$ cat config.mk
export PLATFORM = sky130hd
export DESIGN_NAME = mii_rx_framer
export DESIGN_NICKNAME = d
export VERILOG_FILES = /design/src/rtl/mii_rx_framer.sv
export SDC_FILE = /design/constraint.sdc
export NUM_CORES = 1
export LEC_CHECK = 0
export ABC_AREA = 1
export CAP_MARGIN = 20
export CORE_AREA = 3 3 123 125
export CTS_CLUSTER_SIZE = 8
export DETAILED_ROUTE_END_ITERATION = 12
export DIE_AREA = 0 0 126 128
export PLACE_DENSITY = 0.56
export SYNTH_ARGS = -nofsm -noshare
export SYNTH_HDL_FRONTEND = slang
export SYNTH_SLANG_ARGS = --single-unit
$ cat constraint.sdc
create_clock -name clk -period 6.5 [get_ports clk]
set_input_delay 1.3 -clock clk [delete_from_list [all_inputs] [get_ports clk]]
set_output_delay 1.3 -clock clk [all_outputs]
set_load 0.1 [all_outputs]
$ cat src/rtl/mii_rx_framer.sv
// MII receive framer: strips preamble/SFD, assembles bytes, checks length (and FCS when
// MII_RX_FCS_CHECK_EN is defined) and emits a non-stallable byte stream with end status.
module mii_rx_framer #(
  parameter int MIN_LEN = 64,
  parameter int MAX_LEN = 1518
) (
  input  logic        clk,
  input  logic        rst,
  input  logic [3:0]  phy_rxd,
  input  logic        phy_rx_dv,
  input  logic        phy_rx_er,
  output logic [7:0]  m_data,
  output logic        m_valid,
  output logic        m_last,
  output logic        m_error,
  output logic [15:0] frame_cnt,
  output logic [15:0] err_cnt
);

`ifdef MII_RX_FCS_CHECK_EN
  // The last four bytes are the FCS, so they stay behind the emitted data.
  localparam int DEPTH = 5;
`else
  localparam int DEPTH = 1;
`endif

  localparam logic [2:0]  DEPTH_F = 3'(DEPTH);
  localparam logic [10:0] MIN_L   = 11'(MIN_LEN);
  localparam logic [10:0] MAX_L   = 11'(MAX_LEN);

  typedef enum logic [2:0] {
    IDLE  = 3'd0,
    PRE   = 3'd1,
    DATA  = 3'd2,
    S_END = 3'd3,
    DROP  = 3'd4
  } state_t;

  state_t      state;
  logic [3:0]  rxd;
  logic        rx_dv;
  logic        rx_er;
  logic [1:0]  pre_cnt;
  logic        half;
  logic [3:0]  low_nib;
  logic [10:0] byte_cnt;
  logic        err_flag;
  logic        frame_bad;
  logic [2:0]  fill;
  logic [7:0]  hold [DEPTH];

  logic [7:0]  byte_in;
  logic [10:0] cnt_inc;
  logic        fcs_bad;
  logic        flush_err;

`ifdef MII_RX_FCS_CHECK_EN
  logic [31:0] crc;

  function automatic logic [31:0] crc32_byte(input logic [31:0] crc_in, input logic [7:0] data);
    logic [31:0] c;
    c = crc_in ^ {24'h000000, data};
    for (int k = 0; k < 8; k++) begin
      c = c[0] ? ((c >> 1) ^ 32'hEDB88320) : (c >> 1);
    end
    return c;
  endfunction
`endif

  always_ff @(posedge clk or posedge rst) begin
    if (rst) begin
      rxd   <= 4'h0;
      rx_dv <= 1'b0;
      rx_er <= 1'b0;
    end else begin
      rxd   <= phy_rxd;
      rx_dv <= phy_rx_dv;
      rx_er <= phy_rx_er;
    end
  end

  always_comb begin
    byte_in = {rxd, low_nib};
    cnt_inc = (byte_cnt == 11'h7FF) ? byte_cnt : byte_cnt + 11'd1;
`ifdef MII_RX_FCS_CHECK_EN
    fcs_bad = (crc != 32'hDEBB20E3);
`else
    fcs_bad = 1'b0;
`endif
    // rx_er is included so an error coinciding with the rx_dv fall still counts.
    flush_err = err_flag | rx_er | half | (byte_cnt < MIN_L) | fcs_bad;
  end

  always_ff @(posedge clk or posedge rst) begin
    if (rst) begin
      state     <= IDLE;
      pre_cnt   <= 2'd0;
      half      <= 1'b0;
      low_nib   <= 4'h0;
      byte_cnt  <= 11'd0;
      err_flag  <= 1'b0;
      frame_bad <= 1'b0;
      fill      <= 3'd0;
      for (int i = 0; i < DEPTH; i++) hold[i] <= 8'h00;
`ifdef MII_RX_FCS_CHECK_EN
      crc       <= 32'hFFFFFFFF;
`endif
      m_data    <= 8'h00;
      m_valid   <= 1'b0;
      m_last    <= 1'b0;
      m_error   <= 1'b0;
      frame_cnt <= 16'h0000;
      err_cnt   <= 16'h0000;
    end else begin
      m_valid <= 1'b0;
      m_last  <= 1'b0;
      m_error <= 1'b0;
      case (state)
        IDLE: begin
          if (rx_dv) begin
            if (rxd == 4'h5) begin
              state   <= PRE;
              pre_cnt <= 2'd1;
            end else begin
              state <= DROP;
            end
          end
        end
        PRE: begin
          if (!rx_dv) begin
            state <= IDLE;
          end else if (rxd == 4'h5) begin
            if (pre_cnt != 2'd3) pre_cnt <= pre_cnt + 2'd1;
          end else if ((rxd == 4'hD) && (pre_cnt >= 2'd2)) begin
            state    <= DATA;
            half     <= 1'b0;
            byte_cnt <= 11'd0;
            err_flag <= 1'b0;
            fill     <= 3'd0;
`ifdef MII_RX_FCS_CHECK_EN
            crc      <= 32'hFFFFFFFF;
`endif
          end else begin
            state <= DROP;
          end
        end
        DATA: begin
          if (!rx_dv) begin
            state <= S_END;
            // A frame whose buffer never filled has nothing to emit and no m_last.
            if (fill == DEPTH_F) begin
              m_data    <= hold[0];
              m_valid   <= 1'b1;
              m_last    <= 1'b1;
              m_error   <= flush_err;
              frame_bad <= flush_err;
            end else begin
              frame_bad <= 1'b1;
            end
          end else begin
            if (rx_er) err_flag <= 1'b1;
            if (!half) begin
              low_nib <= rxd;
              half    <= 1'b1;
            end else begin
              half     <= 1'b0;
              byte_cnt <= cnt_inc;
`ifdef MII_RX_FCS_CHECK_EN
              crc      <= crc32_byte(crc, byte_in);
`endif
              if (cnt_inc > MAX_L) begin
                err_flag <= 1'b1;
              end else if (fill == DEPTH_F) begin
                m_data  <= hold[0];
                m_valid <= 1'b1;
                for (int i = 0; i < DEPTH - 1; i++) hold[i] <= hold[i+1];
                hold[DEPTH-1] <= byte_in;
              end else begin
                for (int i = 0; i < DEPTH; i++) begin
                  if (fill == 3'(i)) hold[i] <= byte_in;
                end
                fill <= fill + 3'd1;
              end
            end
          end
        end
        S_END: begin
          state <= IDLE;
          if (frame_bad) begin
            if (err_cnt != 16'hFFFF) err_cnt <= err_cnt + 16'd1;
          end else begin
            if (frame_cnt != 16'hFFFF) frame_cnt <= frame_cnt + 16'd1;
          end
        end
        DROP: begin
          if (!rx_dv) state <= IDLE;
        end
        default: begin
          state <= IDLE;
        end
      endcase
    end
  end

endmodule
==> results of run 1 <==
==> Yosys cell counts <==
master,number
nand2_4,3
a21boi_1,1
nand3b_1,1
clkbuf_1,1
o211ai_1,1
xnor2_1,6
buf_12,1
nand3_1,39
nor2_4,3
inv_2,6
nor3b_1,1
a21oi_1,11
nor2_8,1
dfrtp_1,83
o31ai_1,1
nand2_2,28
nor3_1,9
o22ai_1,3
nor4_4,1
o21a_1,1
ha_1,8
nand3_4,1
inv_1,58
nand3b_4,1
nand3_2,3
o2111ai_1,1
nor2_2,2
nand4_2,1
o21ai_1,2
nor3_4,1
o21ai_2,6
nand2_8,2
o21ai_0,20
xor2_1,22
nand2_1,83
nor2_1,35
nor3_2,4
a21oi_2,1
buf_2,2
nor4_1,2
nand4_1,7
==> power groups by stage <==
stage / sequential [mW] / clock, mW / combinational (mW)
finish: 0.536 / 0.551 / 0.0460
global route: 0.537 / 0.588 / 0.0544
CTS: 0.536 / 0.568 / 0.0453
detailed placement: 0.545 / 0 / 0.0450
global placement: 0.545 / 0 / 0.0432
floorplan: 0.542 / 0 / 0.0311
==> how the worst min path moves through the flow <==
stage                           from    endpoint  slack, ps  depth (start not counted)
after floorplan           low_nib[0]  low_nib[0]        450                          2
after global placement     m_data[7]   m_data[7]        460                          2
after detailed placement   m_data[7]   m_data[7]        470                          2
after CTS                  m_data[7]   m_data[7]        490                          2
after global routing       m_data[7]   m_data[7]        500                          2
final                      m_data[5]   m_data[5]        480                          2
==> cell families after synthesis <==
group	share of synthesized area [%]
AO/OA/AOI/OAI	6.75
XOR/XNOR	5.83
adder cells (fa/ha/maj)	2.38
AND/OR/NAND/NOR	29.2
flip-flops	49.4
buffers and inverters	6.51
==> per-stage QoR <==
stage	area, um^2	std cells	hold slack [ps]	setup WS [ps]	power, mW
after global placement	4920	691	465	3560	0.588
after CTS	5240	707	487	3170	1.15
after global routing	5260	708	498	3120	1.18
after floorplan	4210	463	454	3060	0.573
after detailed placement	4920	691	471	3550	0.590
final	5260	708	481	3190	1.13
==> area by class of cell <==
| class | count | area (um^2) | area share (%) |
|---|---|---|---|
| Inverter | 64 | 241 | 4.59 |
| Timing Repair Buffer | 53 | 543 | 10.3 |
| Multi-Input combinational cell | 312 | 1860 | 35.3 |
| Sequential cell | 83 | 2080 | 39.5 |
| Clock inverter | 4 | 73.8 | 1.40 |
| Clock buffer | 12 | 246 | 4.68 |
| Tap cell | 180 | 225 | 4.28 |
==> sequential cells by signal (all words and copies together), names as in the netlist, 2 cells and up <==
signal and cells:
err_cnt 16, frame_cnt 16, byte_cnt 11, hold 8, m_data 8, low_nib 4, rxd 4, fill 3
state 3, pre_cnt 2
==> per-layer routing <==
layer  GRT usage (%)  wire length (um)
met2            17.9              4090
met3            2.79               325
met1            14.5              4190
met5               0                 0
met4            3.97               161
==> flow_summary.yaml, run 1 <==
clock_network:
  root_buffer: "clkbuf_16"
  clk_latency_ps: 340
  htreeDepth: 3
  clock_path_buffers: 2
  cts-hold-fix-buffers: 0
  clock_sinks: 83
  cts_tree: "yes"
  cts_made_buffers: 9
  path_clk_slew_ps: 60
  postCtsSetupBuffers: 0
  cts_resized: 0
floorplan:
  fp.dieArea_um2: 16100
  fp.dieH_um: 128
  die_w_um: 126
  core_um2: 14000
  ioPinCount: 51
  placementRows: 43
  start_util_pct: 30.1
sta:
  final_max_slew_viol_count: 0
  fin_setup_tns_ps: 0
  hold_viol_final: 0
  setup_viol: 0
  fmax_ghz: 0.302
  fin_crit_ps: 3310
  rsz0062_at_grt: "false"
  finalCritPeriodShare_pct: 50.9
  max_slew_margin_pct: 34.0
  clock_skew_ps: 6.26
  worstMarginPinSlew_ps: 987
yosys:
  synth.distinct_cells: 41
  yosys-top-cells-area: "dfrtp_1 49%, nand2_1 7.4%, inv_1 5.2%, nand3_1 4.6%, xor2_1 4.6%"
  synthCells: 463
  ys_warn_count: 0
  syn_area_per_cell_um2: 9.09
  syn-num-nets: 479
  syn_area_um2: 4210
  synth-seq-cells: 83
  yosysSeqAreaShare_pct: 49.4
  yosysTopAreaCellShare_pct: 49.4
  synth_area_leader_cell: "dfrtp_1"
pwr:
  p_leak_nw: 2.48
  p_int_mw: 0.889
  cellPowerDensity_nw_per_um2: 215
  swShare_pct: 21.6
  power.switching_mw: 0.244
  seqPwrFrac_pct: 47.3
  combPwrFrac_pct: 4.1
  clkPwrFrac_pct: 48.6
  peakVddDrop_v: 0.000179
worst_setup_path:
  reg2reg_depth: 8
  regToRegEndpoint: "byte_cnt[7]"
  worstSetupPathType: "flop to output port"
  arrival_ps: 2010
  crit_path_end_kind: "output port"
  rr_startpoint: "state[2]"
  critical_path_required_ps: 5200
  crit_chain: "clkdlybuf4s50_1"
  critPathSlowestCell: "clkdlybuf4s50_1"
  cp-endpoint: "frame_cnt[3]"
  start_kind: "flop"
  crit_fanout: 7
  crit_buf_inv: 1
  path_depth: 1
  r2r_setup_slack_ps: 4320
  crit_family: "buffers and inverters"
  crit_start: "frame_cnt[3]"
  slowest_delay_ps: 1190
place:
  portBuffers: 50
  gp_congestion: 0.817
  dp_hpwl_mm: 6.24
finish:
  diodes: 0
  drive_gt1_share_pct: 15.5
  fillers: 1396
  final_core_util_pct: 37.6
  nets: 539
  final_cell_mix: "83 x nand2_1, 83 x dfrtp_1, 57 x inv_1"
  areaGrowthSynthToFinish_pct: 25.1
route:
  viasPerCell: 4.52
  drt.antenna.violating_nets: 0
  drt_iter0_markers: 234
  drt-wirelength-per-cell_um: 12.4
  routed-via-count: 3200
  drt_pass1_iterations: 4
  finalWirelength_mm: 8.76
  drc: 0
global_routing:
  grt_max_degree: 84
  grt_pass1_vias: 3230
  grt_overflow_total: 0
  grt_pass1_wl_mm: 14.8
  grt_util_all_layers_pct: 11.1
  antenna_found_initial: 0
hold_path:
  hold_class: "flop to flop"
run:
  cap_viol_max_count: 0
status:
  status: "finished, final reports clean"
(Power assumes the default switching activity.)
==> run 2: changes to the inputs <==
- PLACE_DENSITY: 0.56 -> 0.57
- clock period: 6.5 -> 2.76 ns (I/O delays scaled with it)
==> flow_summary.yaml, run 2 (synthesized netlist as in run 1, its figures left out) <==
sta:
  rsz0062_at_grt: "false"
  finalCritPeriodShare_pct: 75.9
  final_max_slew_viol_count: 0
  setup_viol: 0
  fin_setup_tns_ps: 0
  worstMarginPinSlew_ps: 791
  hold_viol_final: 0
  fin_crit_ps: 2090
  fmax_ghz: 0.478
  clock_skew_ps: 4.23
  max_slew_margin_pct: 46.9
pwr:
  seqPwrFrac_pct: 50.5
  swShare_pct: 24.4
  cellPowerDensity_nw_per_um2: 489
  p_leak_nw: 2.54
  power_mw: 2.50
  p_int_mw: 1.89
  power.switching_mw: 0.608
  combPwrFrac_pct: 4.3
  peakVddDrop_v: 0.000256
  clkPwrFrac_pct: 45.2
floorplan:
  placementRows: 43
  fp.dieArea_um2: 16100
  die_w_um: 126
  core_um2: 14000
  fp.dieH_um: 128
  start_util_pct: 30.1
  ioPinCount: 51
worst_setup_path:
  critical_path_required_ps: 3030
  crit_family: "simple AND/OR/NAND/NOR gates"
  crit_chain: "ha_1 > inv_1 > nor2_1 > nand2_1 > nor2_1 > nand2_1 > nand2_2 > nor3_2 > nand2_1 > nor2_2 > nand2_1 > nor2_1 > xor2_1"
  rr_startpoint: "err_cnt[0]"
  reg2reg_depth: 13
  start_kind: "flop"
  path_common_cell: "nand2_1"
  arrival_ps: 2360
  critPathSlowestCell: "dfrtp_1"
  crit_fanout: 7
  r2r_setup_slack_ps: 670
  slowest_delay_ps: 430
  regToRegEndpoint: "err_cnt[13]"
  path_depth: 13
  crit_path_end_kind: "flop"
  worstSetupPathType: "flop to flop"
  crit_buf_inv: 1
route:
  finalWirelength_mm: 8.86
  drc: 0
  drt-wirelength-per-cell_um: 12.5
  viasPerCell: 4.57
  drt_pass1_iterations: 4
  routed-via-count: 3235
  drt_iter0_markers: 194
  drt.antenna.violating_nets: 0
clock_network:
  clk_latency_ps: 340
  cts_tree: "yes"
  root_buffer: "clkbuf_16"
  cts_made_buffers: 9
  clock_path_buffers: 2
  clock_sinks: 83
  cts_resized: 0
  cts-hold-fix-buffers: 0
  htreeDepth: 3
  postCtsSetupBuffers: 0
  path_clk_slew_ps: 60
finish:
  multi_input_area_um2: 1860
  areaGrowthSynthToFinish_pct: 21.4
  fillers: 1461
  drive_gt1_share_pct: 24.1
  reg_top3: "err_cnt: 16 flops, frame_cnt: 16 flops, byte_cnt: 11 flops"
  nets: 539
  seq_area_um2: 2080
  diodes: 0
  final_cell_mix: "83 x nand2_1, 83 x dfrtp_1, 57 x inv_1"
run:
  cap_viol_max_count: 0
global_routing:
  grt_util_all_layers_pct: 11.8
  antenna_found_initial: 0
  grt_pass1_vias: 3227
  grt_max_degree: 42
  grt_pass1_wl_mm: 15.5
  grt_overflow_total: 0
hold_path:
  hold_class: "flop to flop"
  holdPathEnd: "m_data[4]"
  min_from: "m_data[4]"
  whs_path_depth: 2
place:
  dp_hpwl_mm: 6.62
  portBuffers: 50
  gp_congestion: 0.854
status:
  status: "finished, final reports clean"
==> run 2: metal layers <==
metal | global-route usage, % | part of all wire [%] | up-vias | routed length (um)
li1 | - | - | 1607 | -
met1 | 15.6 | 48 | 1546 | 4220
met2 | 18.1 | 46 | 69 | 4090
met3 | 4.29 | 4.7 | 13 | 420
met4 | 3.85 | 1.4 | 0 | 123
met5 | 0 | 0 | - | 0
==> run 2: through the flow <==
step	setup WS (ps)	std cells	utilization (%)	instance area, um^2	hold WS, ps
after detailed placement	656	692	34.5	4830	474
after CTS	634	708	36.5	5110	491
after global routing	413	708	36.5	5110	516
after floorplan	71.2	463	-	4210	454
final	666	708	36.5	5110	488
after global placement	683	692	34.5	4830	470
==> run 2: how the worst max path moves through the flow <==
stage	startpoint	end	slack, ps
after floorplan	rst	byte_cnt[0]	70
after global placement	err_cnt[0]	err_cnt[13]	680
after detailed placement	err_cnt[0]	err_cnt[13]	660
after CTS	err_cnt[0]	err_cnt[13]	630
after global routing	err_cnt[0]	err_cnt[13]	410
final	err_cnt[0]	err_cnt[13]	670
==> run 2: tightest hold or removal path: cells and delay by family (launching register included) <==
kind	cells	cell delay, ps
flops	1	360
simple gates	2	90
==> run 2: cell type report <==
class                           count  area share (%)
Sequential cell                    83            40.7
Multi-Input combinational cell    312            36.4
Timing Repair Buffer               53            8.38
Inverter                           64            4.73
Clock buffer                        9            4.41
Tap cell                          180            4.41
Clock inverter                      7            1.03
==> run 2: power by group through the flow <==
stage                     registers [mW]  logic (mW)  clock network [mW]
after floorplan                     1.28      0.0731                   0
after global placement              1.28       0.108                   0
after detailed placement            1.28       0.111                   0
after CTS                           1.26       0.111                1.17
after global routing                1.26       0.126                1.23
final                               1.26       0.107                1.13
==> patch 1 (flow settings as in run 1) <==
Encoding of `state_t`: now one-hot (5 bits for 5 states).
--- a/src/rtl/mii_rx_framer.sv
+++ b/src/rtl/mii_rx_framer.sv
@@ -30,8 +30,8 @@
 
-  typedef enum logic [2:0] {
-    IDLE  = 3'd0,
-    PRE   = 3'd1,
-    DATA  = 3'd2,
-    S_END = 3'd3,
-    DROP  = 3'd4
+  typedef enum logic [4:0] {
+    IDLE  = 5'b00001,
+    PRE   = 5'b00010,
+    DATA  = 5'b00100,
+    S_END = 5'b01000,
+    DROP  = 5'b10000
   } state_t;
Formal check against the unedited RTL: no difference found for any inputs over 10 cycles, from zero or initial values and one cycle with rst high; not proved beyond that.
==> patch 1 against run 1 <==
Wire length decreased by 1.3%; synthesized area down 0.59%; final area fell by 1.2%; hold slack lost 0.0063 ns; power rose by 0.90%; count of clock-buffer cells in the layout is 1 lower; sequential cell count grew 2; final cell count down 1.4%; worst setup slack gained 0.076 ns; critical path type unchanged.
==> patch 1: results (changes against run 1) <==
INFO  metric first_global_vias = 3287 (+1.8%)
INFO  metric ys_top_cells_by_area = sky130_fd_sc_hd__dfrtp_1 (50%), sky130_fd_sc_hd__nand2_1 (8.3%), sky130_fd_sc_hd__inv_1 (5.0%)
INFO  metric critical_path.startpoint = frame_cnt[2]
INFO  metric timing.reg2reg.worst_path_depth = 11 (+3)
INFO  metric placedInstanceArea = 0.00488 mm² (-0.79%)
INFO  metric detail_route.wl_per_cell = 12.4 µm (+0.10%)
INFO  metric setup.reg_to_reg.worst_slack = 4.29 ns (-0.03 ns)
INFO  metric critical_path_arrival = 1.93 ns (-0.08 ns)
INFO  metric grt_start_max_net_pins = 86 (+2.4%)
INFO  metric wl = 8640 µm (-1.3%)
INFO  metric finalNetCount = 529 (-1.9%)
INFO  metric postSynthCellCount = 455 (-1.7%)
INFO  metric status = complete, no violations
INFO  metric timing.critical_path.to = frame_cnt[2]
INFO  metric max_freq = 309 MHz (+2.3%)
INFO  metric whs_endpoint = m_data[6]
INFO  metric synth_cell_types = 45 (+9.8%)
INFO  metric critical_r2r_launch = state[1]
INFO  metric clock_latency_reported_for_the_late_side_of_the_worst_skew_pair = 0.34 ns (about the same)
INFO  metric share_of_final_layout_standard_cells_stronger_than_drive_strength_1 = 12.4% (-3.2 points)
INFO  metric whs = 0.475 ns (-0.00633 ns)
INFO  metric final.fill_count = 1448 (+3.7%)
INFO  metric ys_dominant_reg_cell = sky130_fd_sc_hd__dfrtp_1
INFO  metric timing.slew.headroom = 34.3% (+0.32 points)
INFO  metric final.setup_skew = 0.00610 ns (-0.000158 ns)
INFO  metric cp_slowest_stage_delay = 1.17 ns (-0.02 ns)
INFO  metric drt_iter0_drc = 104 (-56%)
INFO  metric worstPathMaxFanout = 5 (-2)
INFO  metric place.detailed.hpwl = 6310 µm (+1.1%)
INFO  metric first_pass_grt_wire_length = 15500 µm (+4.6%)
INFO  metric grtUsageTotal = 11.6% (+0.56 points)
INFO  metric ys.warnings.count = 0 (unchanged)
INFO  metric place.detailed.instances = 681 (-1.4%)
INFO  metric htree_num_levels = 3 (unchanged)
INFO  metric ys_seq_area_share = 50.9% (+1.5 points)
INFO  metric timing.critical_path.max_delay_family = buffers and inverters
INFO  metric viasPerCell = 4.52 (about the same)
INFO  metric critical_path.endpoint_type = primary output
INFO  metric synth.top_cells.by_count = sky130_fd_sc_hd__nand2_1 (92), sky130_fd_sc_hd__dfrtp_1 (84), sky130_fd_sc_hd__inv_1 (56)
INFO  metric clockBufferDepth = 2 (unchanged)
INFO  metric detailedPlace.worstSlack = 3.62 ns (+0.0707 ns)
INFO  metric place_congestion = 0.784 (-4.0%)
INFO  metric synth_fp_nets = 471 (-1.7%)
INFO  metric hp-start = m_data[6]
INFO  metric crit-reg2reg-capture = err_cnt[15]
INFO  metric power_leakage = 2.43 nW (-2.1%)
INFO  metric reg.largest.list = err_cnt: 16 flops, frame_cnt: 16 flops, byte_cnt: 11 flops
INFO  metric power = 1.14 mW (+0.90%)
INFO  metric peakVddDrop = 0.105 mV (-41%)
==> patch 1: changes by cell type after synthesis, moves of 3 or more <==
cell / change
sky130_fd_sc_hd__xnor2_1: +5
sky130_fd_sc_hd__inv_2: -4
sky130_fd_sc_hd__nand4_1: +11
sky130_fd_sc_hd__a32o_1: +3
sky130_fd_sc_hd__nand3_1: -6
sky130_fd_sc_hd__nand2_2: -14
sky130_fd_sc_hd__xor2_1: -3
sky130_fd_sc_hd__a21oi_1: -7
sky130_fd_sc_hd__nand2_1: +9
==> patch 1: power by group <==
part / switching (mW) / total, mW / internal (mW)
Sequential: 0.0162 / 0.565 / 0.549
Combinational: 0.0533 / 0.0799 / 0.0265
Clock: 0.215 / 0.498 / 0.283
Total: 0.285 / 1.14 / 0.858
==> patch 1: metal layers <==
metal  up-vias  GRT usage, %  share of wire [%]
met5         -             0                  0
met3        12          3.25                3.4
met2        43          19.2                 48
met1      1493          14.9                 47
li1       1608             -                  -
met4         0          3.72                1.6
==> patch 1: kinds of logic after synthesis <==
logic type / Yosys count / synth area share (%)
XOR/XNOR: 30 / 6.28
multiplexers: 1 / 0.269
flip-flops: 85 / 50.9
AND/OR/NAND/NOR: 225 / 27.4
buffers and inverters: 63 / 6.16
adder cells (fa/ha/maj): 8 / 2.39
AO/OA/AOI/OAI: 43 / 6.58
==> patch 1: layout make-up <==
class	count	area [µm²]	share of cell area [%]
Clock buffer	11	253	4.86
Timing Repair Buffer	52	536	10.3
Inverter	58	219	4.21
Tap cell	180	225	4.33
Multi-Input combinational cell	307	1800	34.6
Clock inverter	5	42.5	0.818
Sequential cell	85	2130	40.9
==> patch 2 (settings of run 1) <==
Made on the original files. The parameter `MAX_LEN` goes from 1518 to 1024.
--- a/src/rtl/mii_rx_framer.sv
+++ b/src/rtl/mii_rx_framer.sv
@@ -4,3 +4,3 @@
   parameter int MIN_LEN = 64,
-  parameter int MAX_LEN = 1518
+  parameter int MAX_LEN = 1024
 ) (
Behaviour: same outputs for any inputs over 10 cycles, from zero or initial values and one cycle with rst high; that may be too few to reach the edited logic, so the function may still have changed.
==> patch 2 against run 1 <==
Final area fell by 0.97%; hold slack lost 0.0087 ns; power is 4.6% lower; global-route usage up 0.78 points; die area stayed put; worst setup slack improved by 0.030 ns; synthesized area shrank 0.51%; fmax rose by 0.91%; wire length is 3.3% higher; clock power fell by 8.9%; sequential cell count is the same; largest cell class unchanged; highest routed layer unchanged.
==> patch 2: results (changes against run 1) <==
INFO  metric power_switching_share = 23.0% (+1.4 points)
INFO  metric buffers_excl_clock = 52 (-1.9%)
INFO  metric power_leakage = 2.40 nW (-3.1%)
INFO  metric status = complete, no violations
INFO  metric dr_wl_met2 = 3980 µm (-2.5%)
INFO  metric share_of_final_layout_standard_cells_stronger_than_drive_strength_1 = 8.53% (-7.0 points)
INFO  metric peakVddDrop = 0.118 mV (-34%)
INFO  metric timing.slew.headroom = 33.5% (-0.51 points)
INFO  metric complex_gate_fraction_of_the_synthesized_area = 7.14% (+0.39 points)
INFO  metric detailroute.wirelength.met3 = 347 µm (+6.8%)
INFO  metric synth_fp_nets = 505 (+5.4%)
INFO  metric grtUsageTotal = 11.9% (+0.78 points)
INFO  metric post_synthesis_xor_xnor_area_fraction = 7.29% (+1.5 points)
INFO  metric synth-adder-area-share = 2.39% (+0.012 points)
INFO  metric critical_path_arrival = 1.98 ns (-0.03 ns)
INFO  metric signal_buffer_area_fraction = 10.3% (-0.042 points)
INFO  metric final.fill_count = 1437 (+2.9%)
INFO  metric setup.reg_to_reg.worst_slack = 4.17 ns (-0.15 ns)
INFO  metric synth.top_cells.by_count = sky130_fd_sc_hd__nand2_1 (123), sky130_fd_sc_hd__dfrtp_1 (83), sky130_fd_sc_hd__inv_1 (54)
INFO  metric first_pass_grt_wire_length = 15600 µm (+5.3%)
INFO  metric ys_top_cells_by_area = sky130_fd_sc_hd__dfrtp_1 (50%), sky130_fd_sc_hd__nand2_1 (11%), sky130_fd_sc_hd__inv_1 (4.8%)
INFO  metric detail_route.wirelength.met1 = 4580 µm (+9.4%)
INFO  metric synth_cell_types = 36 (-12%)
INFO  metric final.setup_skew = 0.00759 ns (+0.00133 ns)
INFO  metric finalNetCount = 562 (+4.3%)
INFO  metric worstPathMaxFanout = 8 (+1)
INFO  metric ys_seq_area_share = 49.6% (+0.25 points)
INFO  metric wl = 9050 µm (+3.3%)
INFO  metric place.detailed.hpwl = 6530 µm (+4.7%)
INFO  metric viasPerCell = 4.54 (+0.39%)
INFO  metric detailedPlace.worstSlack = 3.57 ns (+0.0203 ns)
INFO  metric place_congestion = 0.803 (-1.7%)
-- patch 2: how the worst max path moves through the flow --
stage	to	start	cells after the start	slack [ns]
after floorplan	byte_cnt[0]	rst	1	3.06
after global placement	frame_cnt[3]	frame_cnt[3]	1	3.58
after detailed placement	frame_cnt[3]	frame_cnt[3]	1	3.57
after CTS	frame_cnt[3]	frame_cnt[3]	1	3.19
after global routing	frame_cnt[3]	frame_cnt[3]	1	3.14
final	frame_cnt[3]	frame_cnt[3]	1	3.22
-- patch 2: cells by family (layout without fill, tap and decap cells) --
group                    Yosys count  after routing
AO/OA/AOI/OAI                     52             52
AND/OR/NAND/NOR                  248            248
flip-flops                        83             83
XOR/XNOR                          34             34
buffers and inverters             64            126
adder cells (fa/ha/maj)            8              8
-- patch 2: through the flow --
step                      util (%)  area, µm²  instances
after floorplan                  -       4190        489
after global placement        34.9       4890        714
after detailed placement      34.9       4890        714
after CTS                     37.1       5180        730
after global routing          37.3       5210        731
final                         37.3       5210        731
-- patch 2: worst min-delay path, cell delays in order, from the launching register on --
cell and delay [ns]:
sky130_fd_sc_hd__dfrtp_1 0.34, sky130_fd_sc_hd__nand2_1 0.05, sky130_fd_sc_hd__nand2_1 0.04
-- patch 2: power groups by stage --
stage / Clock [mW] / Sequential (mW) / Combinational (mW)
final: 0.502 / 0.533 / 0.0456
after global routing: 0.542 / 0.534 / 0.0539
after CTS: 0.519 / 0.533 / 0.0446
after detailed placement: 0 / 0.542 / 0.0449
after global placement: 0 / 0.543 / 0.0423
after floorplan: 0 / 0.540 / 0.0309
-- patch 2: per-layer routing --
layer  track usage, %  vias to the layer above
met5                0                        -
met4             3.97                        0
met3             3.33                       13
met2             18.3                       59
met1             16.1                     1555
li1                 -                     1690
